[config.mk]
export PLATFORM = sky130hd
export DESIGN_NAME = uart_tx_core
export DESIGN_NICKNAME = d
export VERILOG_FILES = /design/src/rtl/uart_pkg.sv /design/src/rtl/uart_tx_fifo.sv /design/src/rtl/uart_tx_core.sv
export SDC_FILE = /design/constraint.sdc
export NUM_CORES = 1
export LEC_CHECK = 0
export CAP_MARGIN = 20
export CORE_ASPECT_RATIO = 2
export CORE_MARGIN = 1.5
export CORE_UTILIZATION = 41
export DETAILED_ROUTE_END_ITERATION = 7
export PLACE_DENSITY_LB_ADDON = 0.1
export SLEW_MARGIN = 20
export SYNTH_ARGS = -nofsm -noshare
export SYNTH_HDL_FRONTEND = slang
export SYNTH_SLANG_ARGS = --single-unit
[constraint.sdc]
create_clock -name clk -period 4.25 [get_ports clk]
set_clock_uncertainty 0.15 [all_clocks]
set_input_delay 0.85 -clock clk [delete_from_list [all_inputs] [get_ports clk]]
set_output_delay 0.85 -clock clk [all_outputs]
set_load 0.02 [all_outputs]
[src/rtl/uart_pkg.sv]
// Shared UART transmit definitions: FSM state encoding and 8N1 frame constants.
package uart_pkg;

    localparam int   DATA_BITS  = 8;
    localparam logic IDLE_LEVEL = 1'b1;

    typedef enum logic [1:0] {
        IDLE  = 2'd0,
        START = 2'd1,
        DATA  = 2'd2,
        STOP  = 2'd3
    } tx_state_e;

endpackage

[src/rtl/uart_tx_fifo.sv]
// Transmit byte queue with wrap-bit pointers so full and empty are distinguishable.
// Latency: a pushed byte is visible on pop_data/empty the cycle after the push.
// Backpressure: push is ignored while full, pop is ignored while empty.
module uart_tx_fifo #(
    parameter int FIFO_DEPTH = 4,
    parameter int WIDTH      = 8
) (
    input  logic             clk,
    input  logic             rst,
    input  logic             push,
    input  logic [WIDTH-1:0] push_data,
    input  logic             pop,
    output logic [WIDTH-1:0] pop_data,
    output logic             full,
    output logic             empty
);

    localparam int AW = $clog2(FIFO_DEPTH);

    logic [AW:0]      wr_ptr;
    logic [AW:0]      rd_ptr;
    logic [WIDTH-1:0] mem [FIFO_DEPTH];
    logic             push_en;
    logic             pop_en;

    // Full is judged on the pre-edge pointers, so a same-cycle pop never frees room for a push.
    assign full     = (wr_ptr[AW] != rd_ptr[AW]) && (wr_ptr[AW-1:0] == rd_ptr[AW-1:0]);
    assign empty    = (wr_ptr == rd_ptr);
    assign push_en  = push && !full;
    assign pop_en   = pop && !empty;
    assign pop_data = mem[rd_ptr[AW-1:0]];

    always_ff @(posedge clk) begin
        if (rst) begin
            wr_ptr <= '0;
            rd_ptr <= '0;
        end else begin
            if (push_en) wr_ptr <= wr_ptr + 1'b1;
            if (pop_en)  rd_ptr <= rd_ptr + 1'b1;
        end
    end

    always_ff @(posedge clk) begin
        if (!rst && push_en) mem[wr_ptr[AW-1:0]] <= push_data;
    end

endmodule

[src/rtl/uart_tx_core.sv]
// 8N1 UART transmitter fed from a small byte FIFO; baud_div latched per frame.
// Latency: byte accepted in cycle N is popped in N+1, start bit on uart_sout from N+2.
// Backpressure: tx_ready = !full (registered state only); frames run back to back.
module uart_tx_core
    import uart_pkg::*;
#(
    parameter int FIFO_DEPTH = 4
) (
    input  logic        clk,
    input  logic        rst,
    input  logic [7:0]  tx_data,
    input  logic        tx_valid,
    output logic        tx_ready,
    input  logic [15:0] baud_div,
    output logic        uart_sout,
    output logic        busy
);

    tx_state_e              state;
    tx_state_e              state_n;
    logic [15:0]            cnt;
    logic [15:0]            cnt_n;
    logic [2:0]             bit_idx;
    logic [2:0]             bit_idx_n;
    logic [DATA_BITS-1:0]   shreg;
    logic [DATA_BITS-1:0]   shreg_n;
    logic [15:0]            baud_q;
    logic [15:0]            baud_n;
    logic                   sout_n;
    logic                   busy_n;
    logic                   bit_end;
    logic                   fifo_pop;
    logic                   fifo_full;
    logic                   fifo_empty;
    logic [DATA_BITS-1:0]   fifo_dat;

    uart_tx_fifo #(
        .FIFO_DEPTH (FIFO_DEPTH),
        .WIDTH      (DATA_BITS)
    ) u_fifo (
        .clk       (clk),
        .rst       (rst),
        .push      (tx_valid),
        .push_data (tx_data),
        .pop       (fifo_pop),
        .pop_data  (fifo_dat),
        .full      (fifo_full),
        .empty     (fifo_empty)
    );

    assign tx_ready = !fifo_full;
    assign bit_end  = (cnt == baud_q);

    always_ff @(posedge clk) begin
        if (rst) begin
            state     <= IDLE;
            cnt       <= '0;
            bit_idx   <= '0;
            shreg     <= '0;
            baud_q    <= '0;
            uart_sout <= IDLE_LEVEL;
            busy      <= 1'b0;
        end else begin
            state     <= state_n;
            cnt       <= cnt_n;
            bit_idx   <= bit_idx_n;
            shreg     <= shreg_n;
            baud_q    <= baud_n;
            uart_sout <= sout_n;
            busy      <= busy_n;
        end
    end

    always_comb begin
        state_n  = state;
        fifo_pop = 1'b0;
        case (state)
            IDLE: begin
                if (!fifo_empty) begin
                    state_n  = START;
                    fifo_pop = 1'b1;
                end
            end
            START: begin
                if (bit_end) state_n = DATA;
            end
            DATA: begin
                if (bit_end && bit_idx == 3'(DATA_BITS - 1)) state_n = STOP;
            end
            STOP: begin
                if (bit_end) begin
                    if (!fifo_empty) begin
                        state_n  = START;
                        fifo_pop = 1'b1;
                    end else begin
                        state_n = IDLE;
                    end
                end
            end
            default: state_n = IDLE;
        endcase
    end

    always_comb begin
        cnt_n     = cnt;
        bit_idx_n = bit_idx;
        shreg_n   = shreg;
        baud_n    = baud_q;
        if (fifo_pop) begin
            shreg_n   = fifo_dat;
            baud_n    = baud_div;
            cnt_n     = '0;
            bit_idx_n = '0;
        end else if (state != IDLE) begin
            if (bit_end) begin
                cnt_n = '0;
                if (state == DATA) begin
                    shreg_n   = {1'b0, shreg[DATA_BITS-1:1]};
                    bit_idx_n = bit_idx + 3'd1;
                end
            end else begin
                cnt_n = cnt + 16'd1;
            end
        end
    end

    // Outputs are decoded from next-state values so the registered pins line up with the FSM.
    // Next state is IDLE only when the FIFO is empty and not popping, so only a push can refill it.
    always_comb begin
        case (state_n)
            START:   sout_n = ~IDLE_LEVEL;
            DATA:    sout_n = shreg_n[0];
            default: sout_n = IDLE_LEVEL;
        endcase
        busy_n = (state_n != IDLE) || (tx_valid && !fifo_full);
    end

endmodule

# == After elaboration in Yosys (flattened, before gate mapping) ==
# Memories as Yosys holds them, arrays and structs flattened. A register that Yosys moved wholly into a read port is not among the register bits.
# Index checks and enable logic that the tools add are counted.
# totals
regBits,53
mem_bits_rw,32
in_bits,27
wordCells,62
mem_count,1
# memory_table
name,depth,word_bits,read_ports,rd_clocked_by_memory_dff,write_ports,line,source
u_fifo.mem,4,8,1,1,1,uart_tx_fifo.sv:22,logic [WIDTH-1:0] mem [FIFO_DEPTH];
# classes
n_addsub,4
n_eq_ne,10
n_mux,19
reduce_logical,18
# op_table
operator,count
two-way mux 8 bit,4
adder 16 x 1 -> 16 bit (second input constant),1
equality test 16 bit,1
two-way mux 16 bit,1
two-way mux 2 bit,6
nonzero test 2 bit,5
adder 3 x 1 -> 3 bit (second input constant),3
case mux 2 bit (4 select lines),1
equality test 2 bit (second input constant),3
AND reduction 3 bit,2
logical AND 1 bit,5
two-way mux 1 bit,5
equality test 2 x 1 -> 1 bit (second input constant),2
case mux 1 bit (2 select lines),2
equality test 3 bit,1
equality test 3 bit (second input constant),1
logical NOT 1 bit,3
equality test 2 bit,1
logical NOT 2 bit,1
OR reduction 2 bit,1
logical OR 1 bit,1
inequality test 1 bit,1

# == Logic depth before layout (Yosys ltp) ==
# Gate-level depths: netlist of the first run.
# depth
depth_word,7
depth_mapped,10
depth_no_buf,7

# == Hierarchy ==
# A second synthesis of the first run with hierarchy kept.
# unflattened
hier_cells,380
area_unflattened_um2,4085.2
# by_module_without_submodules
mod,instances,cells_each,area_each_um2
uart_tx_core,1,268,2328.5
uart_tx_fifo,1,112,1756.7

# == Least setup slack after synthesis of the first run ==
# OpenSTA, ideal clock, no wires.
# synth_timing
kind,flip-flop to flip-flop
startpoint,reg cnt[2]
endpoint,reg cnt[13]
t_arrival_ns,2.039
required_ns,3.985
slack_ns,1.946
stages_incl_launch_ff,11
path_buffers,3
period_less_slack_ns,2.304
path_cell_list,dfxtp_1 > buf_2 > xnor2_1 > nand4_1 > or4_4 > o21ai_2 > and2_1 > buf_4 > a211o_4 > buf_6 > nor2_1
# synth_via
elab_chain_len,4
word_cells_on_any_way,6
classes_between,add/sub: 1; eq/ne: 1; mux: 3; reduce/logical: 1
# synth_rtl
item,line,source
start: declaration,uart_tx_core.sv:21,logic [15:0] cnt;
start signal: assignment,uart_tx_core.sv:65,cnt <= cnt_n;
branches (longest 4 deep; another with adder 16 x 1 -> 16 bit),-,
# Parallel ways; which one is timed is not known.
# A chain may end at the register's enable or synchronous reset.

==> results of run 1 <==
-- path summary, 6_finish.rpt --
path | from | end | slack, ps | depth (start not counted)
max | cnt[7]$_SDFFE_PP0N_ | register | 1260 | 8
min | baud_q[3]$_SDFFE_PP0P_ | baud_q[3]$_SDFFE_PP0P_ | 320 | 2
max reg2reg | cnt[7]$_SDFFE_PP0N_ | register | 1260 | 8
min reg2reg | baud_q[3]$_SDFFE_PP0P_ | baud_q[3]$_SDFFE_PP0P_ | 320 | 2
-- where the power goes --
part           total [µW]  switching (µW)  leakage (µW)  internal, µW
registers            1120             119      0.000739           998
logic                 816             468      0.000650           348
clock network         697             305      0.000120           392
-- cell usage after synthesis --
master / number / area share
and2_1: 5 / 0.0083
buf_2: 2 / 0.0027
nor3_1: 6 / 0.0080
nand2b_1: 2 / 0.0033
a211o_4: 1 / 0.0047
a211o_1: 1 / 0.0023
or4_4: 1 / 0.0030
mux4_2: 8 / 0.048
a41o_1: 1 / 0.0027
nand3_1: 5 / 0.0067
nand3b_1: 2 / 0.0040
a221oi_1: 1 / 0.0023
o211ai_1: 1 / 0.0020
buf_1: 1 / 0.0010
clkbuf_1: 8 / 0.0080
inv_1: 8 / 0.0080
edfxtp_1: 32 / 0.26
nor4_2: 1 / 0.0033
ha_1: 12 / 0.040
nor4_1: 1 / 0.0017
buf_6: 3 / 0.0090
a21oi_1: 22 / 0.029
buf_4: 2 / 0.0040
a31oi_1: 2 / 0.0033
dfxtp_1: 55 / 0.29
a211oi_1: 6 / 0.012
nand2_1: 48 / 0.048
xor2_1: 13 / 0.030
nor2_1: 36 / 0.036
mux2i_1: 10 / 0.027
nor2b_1: 1 / 0.0017
a21o_1: 2 / 0.0040
nor3b_1: 1 / 0.0020
o21ai_2: 1 / 0.0023
o32ai_1: 1 / 0.0023
nand4_1: 8 / 0.013
and3_1: 3 / 0.0050
xnor2_1: 26 / 0.061
-- cells by family after synthesis --
kind of cell | synth area share
buf+inv | 0.0327
fa+ha+maj | 0.0400
simple gates | 0.144
xor+xnor | 0.0911
flops | 0.550
mux | 0.0747
compound gates | 0.0674
-- worst max-delay path, delay by kind of cell, from the launching register on --
| family | cells | cell delay [ps] |
|---|---|---|
| AND/OR/NAND/NOR | 4 | 1330 |
| flip-flops | 1 | 340 |
| AO/OA/AOI/OAI | 1 | 270 |
| buffers and inverters | 1 | 280 |
| XOR/XNOR | 2 | 470 |
-- layer usage --
metal,track usage,wire (µm)
met1,0.158,2610
met2,0.311,4330
met3,0.0343,178
met4,0.0745,179
met5,0,0
-- per-stage QoR --
| step | utilization | total power (µW) | hold WS, ps | cell area, µm² | cells |
|---|---|---|---|---|---|
| after floorplan | - | 1780 | 299 | 3750 | 339 |
| after global placement | 0.457 | 1960 | 312 | 4090 | 456 |
| after detailed placement | 0.457 | 1970 | 314 | 4090 | 456 |
| after CTS | 0.487 | 2680 | 322 | 4360 | 472 |
| after global routing | 0.487 | 2820 | 338 | 4360 | 472 |
| final | 0.487 | 2630 | 323 | 4360 | 472 |
-- cell type report --
class / instances / area [µm²]
fillers: 850 / 4590
flip-flops and latches: 87 / 2060
multi-input cells: 228 / 1570
repair buffers: 31 / 305
clock buffers: 10 / 229
well taps: 102 / 128
clock inverters: 6 / 37.5
inverters: 8 / 30.0
-- registers in the layout, indices dropped and copies added, names as in the netlist, named ones only --
| name | flops |
|---|---|
| u_fifo.rd_ptr | 3 |
| baud_q | 16 |
| uart_sout | 1 |
| u_fifo.wr_ptr | 3 |
| shreg | 8 |
| busy | 1 |
| u_fifo.mem | 32 |
| state | 2 |
| cnt | 16 |
| bit_idx | 3 |
==> impl_metrics.csv, run 1 <==
group,metric,value,unit
floorplanning,chipHeight,138,µm
clock_tree,cts_tree,"yes",
detailed_routing,vias_per_cell,5.19,
sta,finalMaxSlewViolations,0,
place,dp_hpwl,5.37,mm
place,pre_cts_ws,1180,ps
sta,slew_headroom,0.606,
floorplanning,placementRows,49,
worst_hold_path,hp-class,"register to register",
clock_tree,cts_root_buf,"clkbuf_16",
sta,fin_crit,2990,ps
worst_setup_path,crit_fanout,14,
place,port_buffers,29,
detailed_routing,drc,0,
sta,worst_slack,1260,ps
clock_tree,h-tree-depth,3,
clock_tree,clkTransAtPathRegs,60,ps
floorplanning,ioPinCount,30,
layout,drive_gt1_frac,0.0811,
clock_tree,cts_buffer_depth,2,
sta,finalHoldViolCount,0,
global_route,grt_pass1_wl,12.2,mm
clock_tree,cts_inserted_buffers,9,
worst_setup_path,path_class,"register to register",
global_route,grt_max_degree,41,
detailed_routing,wl,7.30,mm
clock_tree,post_cts_buffers,0,
detailed_routing,ant_nets,0,
sta,rsz0062_at_grt,"no",
worst_setup_path,crit_top_cell,"xnor2_1",
yosys,ys_seq_area_frac,0.550,
worst_setup_path,cp.required,4310,ps
clock_tree,cts_resized,0,
worst_setup_path,start_kind,"register",
sta,tns,0,ps
floorplanning,initial_utilization,0.419,
floorplanning,core_region_area,8950,µm²
clock_tree,ctsHoldBuffers,0,
global_route,overflow,0,
yosys,syn_inst,339,
power,power.leakage,0.00151,µW
sta,fin_crit_sh,0.703,
yosys,synth_nets,378,
worst_setup_path,crit_arrival,3040,ps
worst_setup_path,end_kind,"register",
clock_tree,clock_latency,330,ps
detailed_routing,drtIter0Drc,100,
floorplanning,dieArea,9770,µm²
worst_setup_path,crit_chain,"xnor2_1 > nand4_1 > or4_4 > o21ai_2 > and2_1 > buf_4 > xnor2_1 > nor2_1",
yosys,syn_area_per_cell,11.1,µm²
yosys,syn_area,3750,µm²
clock_tree,clock_sinks,87,
worst_setup_path,cp_slowest_cell,"or4_4",
power,ir_worst_vdd,0.336,mV
place,gp_congestion,0.819,
global_route,track_usage,0.162,
power,power_density,603,nW/µm²
sta,worstMarginPinSlew,591,ps
detailed_routing,wl_per_cell,15.5,µm
layout,final_nets,404,
status,status,"complete, no violations",
sta,finalSetupViolCount,0,
worst_setup_path,critPathMaxStageDelay,580,ps
detailed_routing,vias,2449,
detailed_routing,dr.pass1.iters,5,
global_route,grt_pass1_vias,2540,
layout,syn2layout_area_growth,16.2,%
layout,final_common_cell,"dfxtp_1",
floorplanning,die_x,70.6,µm
yosys,ys_warn_count,0,
layout,n_antenna_cell,0,
global_route,antenna_found_initial,0,
job,maxCapViolCount,0,
yosys,synth_cell_type_count,38,
sta,max_freq,335,MHz
yosys,yosys_register_bits,87,
layout,mostFrequentLayoutCells,"55 x dfxtp_1, 47 x nand2_1, 36 x nor2_1, 32 x edfxtp_1, 29 x clkdlybuf4s50_1",
No activity file was read; power rests on OpenSTA's default activity.
==> run 2, diff against run 1 <==
- clock period: 4.25 -> 3 ns (I/O delays scaled with it)
==> run 2 against run 1 <==
  * Via count grew 2.2%
  * Global-route usage grew 0.59 points
  * Maximum frequency grew 15%
  * Power grew 52%
  * Critical path depth is the same
  * Non-clock buffer count grew 5
  * Worst hold slack lost 3.7 ps
  * Critical path type unchanged
==> impl_metrics.csv, run 2 (synthesis results as in run 1) <==
group,metric,value,unit
status,status,"complete, no violations",
worst_setup_path,crit_arrival,2660,ps
sta,fin_crit_sh,0.864,
sta,finalSetupViolCount,0,
detailed_routing,vias,2502,
sta,worstMarginPinSlew,548,ps
place,dp_hpwl,5.62,mm
clock_tree,h-tree-depth,3,
global_route,grt_pass1_wl,12.4,mm
power,p_switching,1300,µW
worst_setup_path,crit_fanout,10,
worst_setup_path,end_kind,"register",
layout,largest_register_ffs,32,
global_route,grt_max_degree,40,
worst_setup_path,cp.required,3070,ps
power,p_comb_frac,0.314,
layout,n_antenna_cell,0,
power,ir_worst_vdd,0.509,mV
job,maxCapViolCount,0,
global_route,track_usage,0.168,
power,clkPwrFrac,0.298,
place,gp_congestion,0.766,
clock_tree,cts_tree,"yes",
sta,finalMaxSlewViolations,0,
clock_tree,clock_latency,340,ps
detailed_routing,dr.pass1.iters,4,
clock_tree,post_cts_buffers,0,
floorplanning,die_x,70.6,µm
floorplanning,initial_utilization,0.419,
clock_tree,cts_buffer_depth,2,
worst_setup_path,start_kind,"register",
detailed_routing,wl,7.61,mm
global_route,overflow,0,
detailed_routing,ant_nets,0,
floorplanning,core_region_area,8950,µm²
power,swShare,0.326,
sta,hold_ws,320,ps
power,p_int,2690,µW
layout,syn2layout_area_growth,18.6,%
clock_tree,cts_resized,0,
layout,drive_gt1_frac,0.0907,
power,power.leakage,0.00157,µW
sta,slew_headroom,0.631,
floorplanning,ioPinCount,30,
sta,tns,0,ps
clock_tree,clock_sinks,87,
clock_tree,clkTransAtPathRegs,60,ps
detailed_routing,vias_per_cell,5.25,
layout,final_nets,409,
global_route,grt_pass1_vias,2594,
power,power_density,897,nW/µm²
floorplanning,placementRows,49,
sta,fin_crit,2590,ps
clock_tree,cts_root_buf,"clkbuf_16",
detailed_routing,drtIter0Drc,104,
clock_tree,cts_inserted_buffers,9,
worst_hold_path,hp-class,"register to register",
global_route,antenna_found_initial,0,
worst_setup_path,path_class,"register to register",
floorplanning,chipHeight,138,µm
place,port_buffers,29,
detailed_routing,wl_per_cell,16.0,µm
floorplanning,dieArea,9770,µm²
power,seq_power_share,0.388,
sta,max_freq,386,MHz
layout,mostFrequentLayoutCells,"55 x dfxtp_1, 48 x nand2_1, 36 x nor2_1, 32 x edfxtp_1, 29 x clkdlybuf4s50_1",
sta,finalHoldViolCount,0,
clock_tree,ctsHoldBuffers,0,
layout,final_common_cell,"dfxtp_1",
detailed_routing,drc,0,
sta,rsz0062_at_grt,"no",
[run 2: cell types whose count changed in the layout (fill, tap and decap cells not counted), sizes merged]
cell,before,now
inv,8,10
clkinvlp,4,0
clkinv,2,3
clkbuf,10,9
bufinv,0,2
buf,2,7
[run 2: final cells by class]
cell class | count | area, µm²
timing repair buffer | 36 | 343
fill | 837 | 4500
clock buffer | 9 | 225
inverter | 8 | 30.0
sequential | 87 | 2060
multi-input combinational | 228 | 1570
tap | 102 | 128
clock inverter | 7 | 95.1
[run 2: stage by stage]
stage	std cells	total power, µW	cell area [µm²]	setup WS, ps	util
6_report	477	3990	4450	408	0.497
5_1_grt	477	4220	4450	250	0.497
4_1_cts	477	4050	4450	387	0.497
3_5_place_dp	461	2850	4130	397	0.461
3_3_place_gp	461	2830	4130	439	0.461
2_1_floorplan	339	2530	3750	696	-
[run 2: path summary, 6_finish.rpt]
| kind | start | endpoint | slack (ps) | cells past startpoint |
|---|---|---|---|---|
| worst max-delay path | cnt[2]$_SDFFE_PP0N_ | register | 410 | 8 |
| worst min-delay path | baud_q[3]$_SDFFE_PP0P_ | baud_q[3]$_SDFFE_PP0P_ | 320 | 2 |
| worst max register to register | cnt[2]$_SDFFE_PP0N_ | register | 410 | 8 |
| worst min register to register | baud_q[3]$_SDFFE_PP0P_ | baud_q[3]$_SDFFE_PP0P_ | 320 | 2 |
[run 2: power groups by stage]
stage | clock (µW) | sequential (µW) | combinational [µW]
floorplan | 0 | 1540 | 989
global placement | 0 | 1570 | 1260
global route | 1250 | 1570 | 1400
CTS | 1220 | 1550 | 1280
finish | 1190 | 1550 | 1250
detailed placement | 0 | 1580 | 1270
[run 2: routing by layer]
layer | GRT usage | up-vias | wire, µm
li1 | - | 1238 | -
met1 | 0.158 | 1218 | 2650
met2 | 0.331 | 34 | 4530
met3 | 0.0270 | 12 | 202
met4 | 0.0854 | 0 | 227
met5 | 0 | - | 0
[run 2: critical path, cell delays in order (launching register included)]
cell and delay, ps:
dfxtp_1 460, xnor2_1 150, nand4_1 160, or4_4 600, o21ai_2 260, and2_1 260
buf_4 210, xnor2_1 150, nor2_1 50
==> run 3, diff against run 2 <==
- CORE_ASPECT_RATIO: 2 -> 0.9
- CORE_UTILIZATION: 41 -> 55
==> run 3 against run 2 <==
  * Final area decreased by 3.1%
  * Final cell count decreased by 2.5%
  * Worst setup slack improved by 31 ps
  * Die area decreased by 25%
  * Non-clock buffer count unchanged
  * Register-to-register slack improved by 30 ps
  * Critical path depth decreased by 1
  * Sequential power about the same
  * Highest routed layer unchanged
==> impl_metrics.csv, run 3 (synthesis results as in run 1) <==
group,metric,value,unit
global_route,grt_pass1_vias,2367,
sta,rsz0062_at_grt,"no",
sta,fin_crit,2560,ps
sta,max_freq,390,MHz
worst_setup_path,critPathMaxStageDelay,540,ps
worst_setup_path,path_class,"register to register",
worst_setup_path,path_buf_inv,0,
clock_tree,cts_tree,"yes",
clock_tree,cts_buffer_depth,2,
clock_tree,post_cts_buffers,0,
power,power_density,832,nW/µm²
worst_setup_path,cp_slowest_cell,"nor4_2",
worst_hold_path,min_from,"baud_q[8]$_SDFFE_PP0P_",
worst_hold_path,hp-class,"register to register",
floorplanning,die_x,90.1,µm
clock_tree,cts_root_buf,"clkbuf_8",
place,dp_hpwl,4.71,mm
sta,fin_crit_sh,0.854,
layout,drive_gt1_frac,0.0907,
global_route,grt_max_degree,40,
sta,tns,0,ps
clock_tree,clock_sinks,87,
worst_setup_path,r2r_end,"uart_sout$_SDFF_PP1_",
worst_hold_path,min_to,"baud_q[8]$_SDFFE_PP0P_",
place,placed_area,4110,µm²
sta,finalSetupViolCount,0,
floorplanning,dieArea,7330,µm²
job,maxCapViolCount,0,
place,pre_cts_ws,468,ps
worst_setup_path,crit_arrival,2660,ps
global_route,antenna_found_initial,0,
layout,largest_register_ffs,32,
clock_tree,cts_resized,0,
sta,worstMarginPinSlew,530,ps
layout,stdcell_area,4310,µm²
worst_setup_path,cp_top_family,"compound AO/OA/AOI/OAI gates",
floorplanning,core_region_area,6590,µm²
sta,finalHoldViolCount,0,
detailed_routing,drc,0,
power,power.leakage,0.00151,µW
layout,final_common_cell,"dfxtp_1",
worst_setup_path,timing.rr.start,"cnt[9]$_SDFFE_PP0N_",
sta,worst_slack,439,ps
place,port_buffers,29,
floorplanning,chipHeight,81.3,µm
floorplanning,placementRows,28,
worst_setup_path,reg2reg_depth,7,
sta,finalMaxSlewViolations,0,
floorplanning,ioPinCount,30,
layout,syn2layout_area_growth,14.9,%
power,ir_worst_vdd,0.433,mV
detailed_routing,dr.pass1.iters,4,
clock_tree,clkTransAtPathRegs,80,ps
global_route,overflow,0,
worst_setup_path,end_kind,"register",
detailed_routing,drtIter0Drc,90,
global_route,track_usage,0.206,
clock_tree,ctsHoldBuffers,0,
worst_hold_path,hold_path_depth,2,
worst_setup_path,r2r_setup_slack,440,ps
sta,slew_headroom,0.646,
clock_tree,h-tree-depth,3,
layout,n_antenna_cell,0,
layout,final_nets,409,
layout,mostFrequentLayoutCells,"55 x dfxtp_1, 48 x nand2_1, 36 x nor2_1, 32 x edfxtp_1, 29 x clkdlybuf4s50_1",
detailed_routing,wl,6.85,mm
detailed_routing,wl_per_cell,14.7,µm
status,status,"complete, no violations",
clock_tree,clock_latency,340,ps
detailed_routing,ant_nets,0,
worst_setup_path,start_kind,"register",
detailed_routing,vias_per_cell,5.24,
floorplanning,initial_utilization,0.570,
worst_setup_path,cp.required,3100,ps
worst_setup_path,crit_fanout,5,
worst_setup_path,crit_chain,"xnor2_1 > nand4_1 > nor4_2 > a21oi_1 > o32ai_1 > o211ai_1 > a21o_1",
global_route,grt_pass1_wl,11.6,mm
clock_tree,cts_inserted_buffers,9,
detailed_routing,vias,2438,
place,gp_congestion,0.800,
layout,fin_util,0.654,
layout,filler_cell_count,546,
layout,final_cells,465,
place,placed_cells,449,
## run 3: how the worst max path moves through the flow
stage | startpoint | end | cells past startpoint
detailed placement | cnt[2]$_SDFFE_PP0N_ | baud_q[13]$_SDFFE_PP0P_ | 8
floorplan | cnt[2]$_SDFFE_PP0N_ | cnt[13]$_SDFFE_PP0N_ | 10
CTS | cnt[9]$_SDFFE_PP0N_ | baud_q[0]$_SDFFE_PP0P_ | 8
finish | cnt[9]$_SDFFE_PP0N_ | uart_sout$_SDFF_PP1_ | 7
global placement | cnt[2]$_SDFFE_PP0N_ | uart_sout$_SDFF_PP1_ | 7
global route | cnt[5]$_SDFFE_PP0N_ | baud_q[0]$_SDFFE_PP0P_ | 8
## run 3: power breakdown
group	internal (µW)	switching, µW
clock	391	408
sequential	1410	134
combinational	543	697
total	2350	1240
## run 3: metal layers
metal | up-vias | wire, µm | global-route usage
li1 | 1233 | - | -
met1 | 1167 | 3380 | 0.277
met2 | 31 | 3170 | 0.333
met3 | 7 | 237 | 0.0571
met4 | 0 | 60 | 0.0571
met5 | - | 0 | 0
## run 3: tightest hold or removal path, stage by stage (launching register included)
cell and delay, ps:
dfxtp_1 330, nand2_1 50, a21oi_1 50
## run 3: layout make-up
| type | count | area, µm² | share of cell area |
|---|---|---|---|
| multi-input combinational | 228 | 1570 | 0.363 |
| clock buffer | 10 | 128 | 0.0296 |
| clock inverter | 6 | 68.8 | 0.0160 |
| sequential | 87 | 2060 | 0.478 |
| inverter | 8 | 30.0 | 0.00697 |
| timing repair buffer | 36 | 343 | 0.0795 |
| tap | 90 | 113 | 0.0261 |
## run 3: per-stage QoR
stage               hold slack, ps  total power [µW]
finish                         321              3590
global route                   339              3830
CTS                            324              3620
detailed placement             312              2810
global placement               309              2780
floorplan                      299              2530
